<file path="config.mk">
export PLATFORM = sky130hd
export DESIGN_NAME = instr_fetch_flat
export DESIGN_NICKNAME = d
export VERILOG_FILES = /design/src/rtl/instr_fetch_if.sv /design/src/rtl/instr_fetch.sv /design/src/flat_wrapper.sv
export SDC_FILE = /design/constraint.sdc
export NUM_CORES = 1
export LEC_CHECK = 0
export BUFFER_PORTS_ARGS = -buffer_cell sky130_fd_sc_hd__buf_4
export CAP_MARGIN = 0
export CORE_AREA = 3 3 79 155
export DETAILED_ROUTE_END_ITERATION = 6
export DIE_AREA = 0 0 82 158
export GPL_ROUTABILITY_DRIVEN = 0
export PLACE_DENSITY = 0.64
export SLEW_MARGIN = 10
export SYNTH_ARGS = -nofsm -noshare
export SYNTH_HDL_FRONTEND = slang
export SYNTH_SLANG_ARGS = --single-unit
</file>
<file path="constraint.sdc">
create_clock -name clk -period 1.65 [get_ports clk]
set_clock_uncertainty 0.05 [all_clocks]
set_input_delay 0.165 -clock clk [delete_from_list [all_inputs] [get_ports clk]]
set_output_delay 0.165 -clock clk [all_outputs]
set_load 0.05 [all_outputs]
</file>
<file path="src/rtl/instr_fetch_if.sv">
// Bundle between the fetch stage, instruction memory and the IF/ID register.
// Handshakes: imem_req/imem_addr stay asserted and stable until the single-cycle
// imem_ack, which also qualifies imem_rdata. Downstream, inst_valid marks
// pc_out/instruction as meaningful and the consumer takes them on a clock
// where stall=0. While stall=1, all three are held.
interface instr_fetch_if;
    logic        stall;
    logic        redirect;
    logic [7:0]  redirect_pc;
    logic        imem_req;
    logic [7:0]  imem_addr;
    logic [31:0] imem_rdata;
    logic        imem_ack;
    logic [7:0]  pc_out;
    logic [31:0] instruction;
    logic        inst_valid;
    logic        halted;

    modport master (
        input  stall, redirect, redirect_pc, imem_rdata, imem_ack,
        output imem_req, imem_addr, pc_out, instruction, inst_valid, halted
    );

    modport slave (
        output stall, redirect, redirect_pc, imem_rdata, imem_ack,
        input  imem_req, imem_addr, pc_out, instruction, inst_valid, halted
    );
endinterface

</file>
<file path="src/rtl/instr_fetch.sv">
// Instruction-fetch stage: owns the PC, fetches one instruction at a time, and
// presents it to IF/ID. A one-entry skid buffer absorbs an ack that arrives
// while the output is stalled. Branch redirects flush the output and the skid.
// A HALT opcode stops all further fetching until reset.
module instr_fetch #(
    parameter logic [7:0]  RESET_PC    = 8'h00,
    parameter logic [5:0]  HALT_OPCODE = 6'h3F,
    parameter logic [31:0] NOP         = 32'h0
) (
    input  logic              clk,
    input  logic              reset,
    instr_fetch_if.master     bus,
    output logic [2:0]        state_dbg
);

    typedef enum logic [2:0] {
        IDLE  = 3'd0,
        REQ   = 3'd1,
        HOLD  = 3'd2,
        DRAIN = 3'd3,
        HALT  = 3'd4
    } state_t;

    state_t      state;
    state_t      state_nxt;

    logic [7:0]  pc;
    logic [7:0]  drain_addr;
    logic [7:0]  pc_out_q;
    logic [31:0] instr_q;
    logic        valid_q;
    logic        halted_q;
    logic        skid_valid;
    logic [7:0]  skid_pc;
    logic [31:0] skid_data;

    logic        fetch_ack;
    logic        is_halt;
    logic        out_free;
    logic        skid_release;
    logic        redirect_ok;

    // HALT is the only state that ignores redirect; only a real fetch ack (not a
    // drained one) carries an instruction worth keeping.
    assign redirect_ok  = bus.redirect && (state != HALT);
    assign fetch_ack    = (state == REQ) && bus.imem_ack;
    assign is_halt      = (bus.imem_rdata[31:26] == HALT_OPCODE);
    assign out_free     = !valid_q || !bus.stall;
    assign skid_release = skid_valid && !bus.stall;

    assign bus.pc_out      = pc_out_q;
    assign bus.instruction = instr_q;
    assign bus.inst_valid  = valid_q;
    assign bus.halted      = halted_q;

    // State register.
    always_ff @(posedge clk) begin
        if (!reset) state <= IDLE;
        else        state <= state_nxt;
    end

    // Next-state logic; redirect outranks ack and stall.
    always_comb begin
        state_nxt = state;
        case (state)
            IDLE:  state_nxt = REQ;
            REQ: begin
                if (bus.redirect)      state_nxt = bus.imem_ack ? REQ : DRAIN;
                else if (bus.imem_ack) state_nxt = is_halt ? HALT : (out_free ? REQ : HOLD);
            end
            HOLD:  if (bus.redirect || !bus.stall) state_nxt = REQ;
            DRAIN: if (bus.imem_ack) state_nxt = REQ;
            HALT:  state_nxt = HALT;
            default: state_nxt = IDLE;
        endcase
    end

    // Memory request outputs; DRAIN keeps presenting the abandoned address.
    always_comb begin
        bus.imem_req  = (state == REQ) || (state == DRAIN);
        bus.imem_addr = (state == DRAIN) ? drain_addr : pc;
        state_dbg     = state;
    end

    // PC, output registers and skid buffer.
    always_ff @(posedge clk) begin
        if (!reset) begin
            pc         <= RESET_PC;
            drain_addr <= RESET_PC;
            pc_out_q   <= 8'h00;
            instr_q    <= NOP;
            valid_q    <= 1'b0;
            halted_q   <= 1'b0;
            skid_valid <= 1'b0;
            skid_pc    <= 8'h00;
            skid_data  <= NOP;
        end else if (redirect_ok) begin
            pc         <= bus.redirect_pc;
            valid_q    <= 1'b0;
            instr_q    <= NOP;
            skid_valid <= 1'b0;
            if (state == REQ && !bus.imem_ack) drain_addr <= pc;
        end else if (fetch_ack) begin
            if (out_free) begin
                pc_out_q <= pc;
                instr_q  <= bus.imem_rdata;
                valid_q  <= 1'b1;
            end else begin
                skid_pc    <= pc;
                skid_data  <= bus.imem_rdata;
                skid_valid <= 1'b1;
            end
            if (is_halt) halted_q <= 1'b1;
            else         pc       <= pc + 8'd1;
        end else if (skid_release) begin
            pc_out_q   <= skid_pc;
            instr_q    <= skid_data;
            valid_q    <= 1'b1;
            skid_valid <= 1'b0;
        end else if (!bus.stall) begin
            valid_q <= 1'b0;
            instr_q <= NOP;
        end
    end

endmodule

</file>
<file path="src/flat_wrapper.sv">
// flat-port wrapper written by rule: the top's interface ports become plain ports
module instr_fetch_flat 
#(
    parameter logic [7:0]  RESET_PC    = 8'h00,
    parameter logic [5:0]  HALT_OPCODE = 6'h3F,
    parameter logic [31:0] NOP         = 32'h0
)
  (clk, reset, state_dbg, bus_stall, bus_redirect, bus_redirect_pc, bus_imem_rdata, bus_imem_ack, bus_imem_req, bus_imem_addr, bus_pc_out, bus_instruction, bus_inst_valid, bus_halted);
  instr_fetch_if bus_i ();
  input  logic clk;
  input  logic reset;
  output logic [2:0] state_dbg;
  input wire logic [$bits(bus_i.stall)-1:0] bus_stall;
  input wire logic [$bits(bus_i.redirect)-1:0] bus_redirect;
  input wire logic [$bits(bus_i.redirect_pc)-1:0] bus_redirect_pc;
  input wire logic [$bits(bus_i.imem_rdata)-1:0] bus_imem_rdata;
  input wire logic [$bits(bus_i.imem_ack)-1:0] bus_imem_ack;
  output wire logic [$bits(bus_i.imem_req)-1:0] bus_imem_req;
  output wire logic [$bits(bus_i.imem_addr)-1:0] bus_imem_addr;
  output wire logic [$bits(bus_i.pc_out)-1:0] bus_pc_out;
  output wire logic [$bits(bus_i.instruction)-1:0] bus_instruction;
  output wire logic [$bits(bus_i.inst_valid)-1:0] bus_inst_valid;
  output wire logic [$bits(bus_i.halted)-1:0] bus_halted;
  assign bus_i.stall = bus_stall;
  assign bus_i.redirect = bus_redirect;
  assign bus_i.redirect_pc = bus_redirect_pc;
  assign bus_i.imem_rdata = bus_imem_rdata;
  assign bus_i.imem_ack = bus_imem_ack;
  assign bus_imem_req = bus_i.imem_req;
  assign bus_imem_addr = bus_i.imem_addr;
  assign bus_pc_out = bus_i.pc_out;
  assign bus_instruction = bus_i.instruction;
  assign bus_inst_valid = bus_i.inst_valid;
  assign bus_halted = bus_i.halted;
  instr_fetch #(.RESET_PC(RESET_PC), .HALT_OPCODE(HALT_OPCODE), .NOP(NOP)) u_core (.clk(clk), .reset(reset), .bus(bus_i), .state_dbg(state_dbg));
endmodule
</file>
==> results.py <==
metrics = {
    "timing": {
        "hold_violations": 0,
        "fmax_ghz": 0.544,
        "layout_setup_ws_ns": -0.189,
        "fin_crit_sh": 1.11,
        "period_needed_ns": 1.84,
        "final_max_slew_viol_count": 0,
        "max_slew.worst_pin.slew_ns": 0.422,
        "rsz0062_at_grt": "true",
        "slew_headroom": 0.718,
        "finalSetupViolCount": 61,
        "fin_hold_ws_ns": 0.0101,
    },
    "clock_tree": {
        "hold_buffers": 0,
        "h-tree-depth": 3,
        "clock_path_buffers": 2,
        "root_buffer": "clkbuf_16",
        "insertion_delay_ns": 0.34,
        "cts_tree": "built",
        "cts_sinks": 102,
        "cts_made_buffers": 9,
        "clk_pin_slew_ns": 0.07,
    },
    "route": {
        "drt-total-wl_um": 12600,
        "vias_per_cell": 5.32,
        "dr_total_vias": 3912,
        "firstDrtPassIters": 4,
        "post-route-drc-count": 0,
        "drt-initial-drc-count": 135,
        "wire_per_inst_um": 17.1,
        "drtAntennaViolNets": 0,
    },
    "worst_setup_path": {
        "r2r_slack_ns": -0.19,
        "crit_slowest_cell": "or3b_4",
        "worstPathMaxFanout": 11,
        "worstPathCellList": "or3b_4, a211oi_4, buf_6, buf_12, mux2i_2, nor2_1",
        "worst_ep_arrival_time_ns": 2.02,
        "max_stage_delay_ns": 0.42,
        "critPathCaptureType": "flip-flop",
        "critPathKind": "reg -> reg",
        "start_kind": "flip-flop",
        "cp_top_family": "simple AND/OR/NAND/NOR gates",
        "worst-path-buf-inv": 2,
        "required_ns": 1.83,
    },
    "logic_synthesis": {
        "syn-num-nets": 516,
        "synth_area_mm2": 0.00439,
        "synth-edff-count": 0,
        "ys_types": 43,
        "ys_seq_elements": 102,
        "yosys_warnings": 0,
        "synth_area_leaders": "dfxtp_1 47%, mux2i_1 9.4%, a221oi_1 6.4%, a211oi_1 5.6%, nor2_1 3.9%",
        "async_reset_ff_frac": 0,
        "synth_top_area_cell": "dfxtp_1",
        "synth_top_area_frac": 0.465,
        "ys.flop_type": "dfxtp_1",
        "syn_area_per_cell_um2": 9.34,
        "syn_inst": 470,
        "seq_area_frac_synth": 0.465,
    },
    "cells_and_area": {
        "final_common_cell": "buf_4",
        "final_cell_mix": "121 x buf_4, 98 x dfxtp_1, 44 x nor2_1",
        "antenna-diode-count": 0,
        "drive_above_1_share": 0.360,
        "nets": 636,
        "fin_util": 0.567,
        "area_growth_pct": 43.2,
    },
    "floorplan": {
        "die_h_um": 158,
        "dieWidth_um": 82,
        "pin_count": 99,
        "core_mm2": 0.0111,
        "initial_core_util": 0.396,
        "dieArea_mm2": 0.0130,
        "row_count": 54,
    },
    "place": {
        "numPortBuffers": 98,
        "hpwlAfterDp_um": 8660,
        "dp_slack_ns": -0.175,
    },
    "worst_hold_path": {
        "min_path_type": "in -> reg",
    },
    "global_routing": {
        "grt_pass1_vias": 3924,
        "overflow": 0,
        "grt_start_max_net_pins": 47,
        "grt_first_pass_wirelength_um": 19200,
        "track_usage": 0.194,
        "antenna_found_initial": 0,
    },
    "power": {
        "ir_worst_vdd_mv": 0.583,
        "p_per_area_mw_per_mm2": 901,
        "power_mw": 5.66,
        "leakagePower_nw": 2.43,
    },
    "status": {
        "outcome": "complete, but fails checks",
        "violations": "negative setup slack",
    },
    "job": {
        "maxCapViolCount": 0,
    },
}
==> layout make-up <==
cell class / count / area (µm²)
Multi-Input combinational cell: 293 / 2280
Inverter: 35 / 134
Clock buffer: 10 / 239
Fill cell: 1008 / 4800
Clock inverter: 6 / 42.5
Timing Repair Buffer: 149 / 1360
Sequential cell: 102 / 2050
Tap cell: 140 / 175
==> sequential cells by signal, indices dropped and copies added, names as in the netlist <==
name	flops
u_core.bus.instruction	32
u_core.skid_valid	1
u_core.bus.pc_out	8
u_core.bus.halted	1
u_core.state_dbg	3
u_core.skid_pc	8
u_core.pc	8
u_core.bus.inst_valid	1
u_core.skid_data	32
u_core.drain_addr	8
==> power breakdown <==
| part | switching, mW | total, mW | internal [mW] |
|---|---|---|---|
| logic | 0.615 | 1.04 | 0.427 |
| registers | 0.0488 | 2.58 | 2.53 |
| clock network | 0.960 | 2.04 | 1.08 |
| total | 1.62 | 5.66 | 4.03 |
==> cell families (layout without fill, tap and decap cells) <==
family | after synthesis | count (layout) | share of synthesized area
and+or+nand+nor | 121 | 121 | 0.129
AOI/OAI and AO/OA | 117 | 117 | 0.206
DFF | 102 | 102 | 0.465
adders and majority gates | 1 | 1 | 0.00285
buffers and inverters | 75 | 200 | 0.0730
muxes | 49 | 49 | 0.114
xor gates and xnor gates | 5 | 5 | 0.00998
==> tightest hold or removal path: stages <==
cell,delay [ns]
buf_4,0.08
nand3_1,0.06
nand3_1,0.07
==> cell usage after synthesis, drive strengths merged, types with 2 or more instances <==
master,n
o21ai,9
a211oi,34
a31oi,3
nand2,33
a221oi,32
and2,3
nor2,46
o21a,2
inv,35
nand3,20
nand2b,5
a2111oi,2
o211ai,3
xor2,5
mux2i,41
nand3b,2
o221a,8
mux2,8
clkbuf,29
buf,11
dfxtp,102
o2111ai,4
a21oi,17
==> routing by layer <==
layer  global-route usage  routed length (µm)  up-vias  part of all wire
li1                     -                   -     1941                 -
met1                0.209                4750     1855              0.38
met2                0.351                6930       93              0.55
met3               0.0353                 516       23             0.041
met4               0.0975                 396        0             0.031
met5                    0                   0        -                 0
==> final timing paths <==
check / cells after the start / to / startpoint
worst max-delay path: 6 / u_core.skid_data[23]$_SDFFE_PN0P_ / u_core.state_dbg[1]$_SDFFE_PN0P_
worst min-delay path: 3 / u_core.pc[7]$_SDFFE_PN0P_ / bus_redirect_pc[7]
worst max register to register: 6 / u_core.skid_data[23]$_SDFFE_PN0P_ / u_core.state_dbg[1]$_SDFFE_PN0P_
worst min register to register: 2 / u_core.bus.instruction[12]$_SDFFE_PP0P_ / u_core.bus.instruction[12]$_SDFFE_PP0P_
==> through the flow <==
stage | TNS (ns) | cells | area [µm²]
4_1_cts | -5.97 | 729 | 6060
2_1_floorplan | -17.17 | 470 | 4570
3_5_place_dp | -6.59 | 706 | 5600
3_3_place_gp | -5.16 | 706 | 5600
6_report | -6.28 | 735 | 6280
5_1_grt | -11.70 | 735 | 6280
==> timing repair <==
action	CTS	global route
buffers inserted	5	4
gates cloned	2	4
pin swaps	7	6
setup endpoints to repair	68	96
resized for setup	25	21
(Power assumes the default switching activity.)
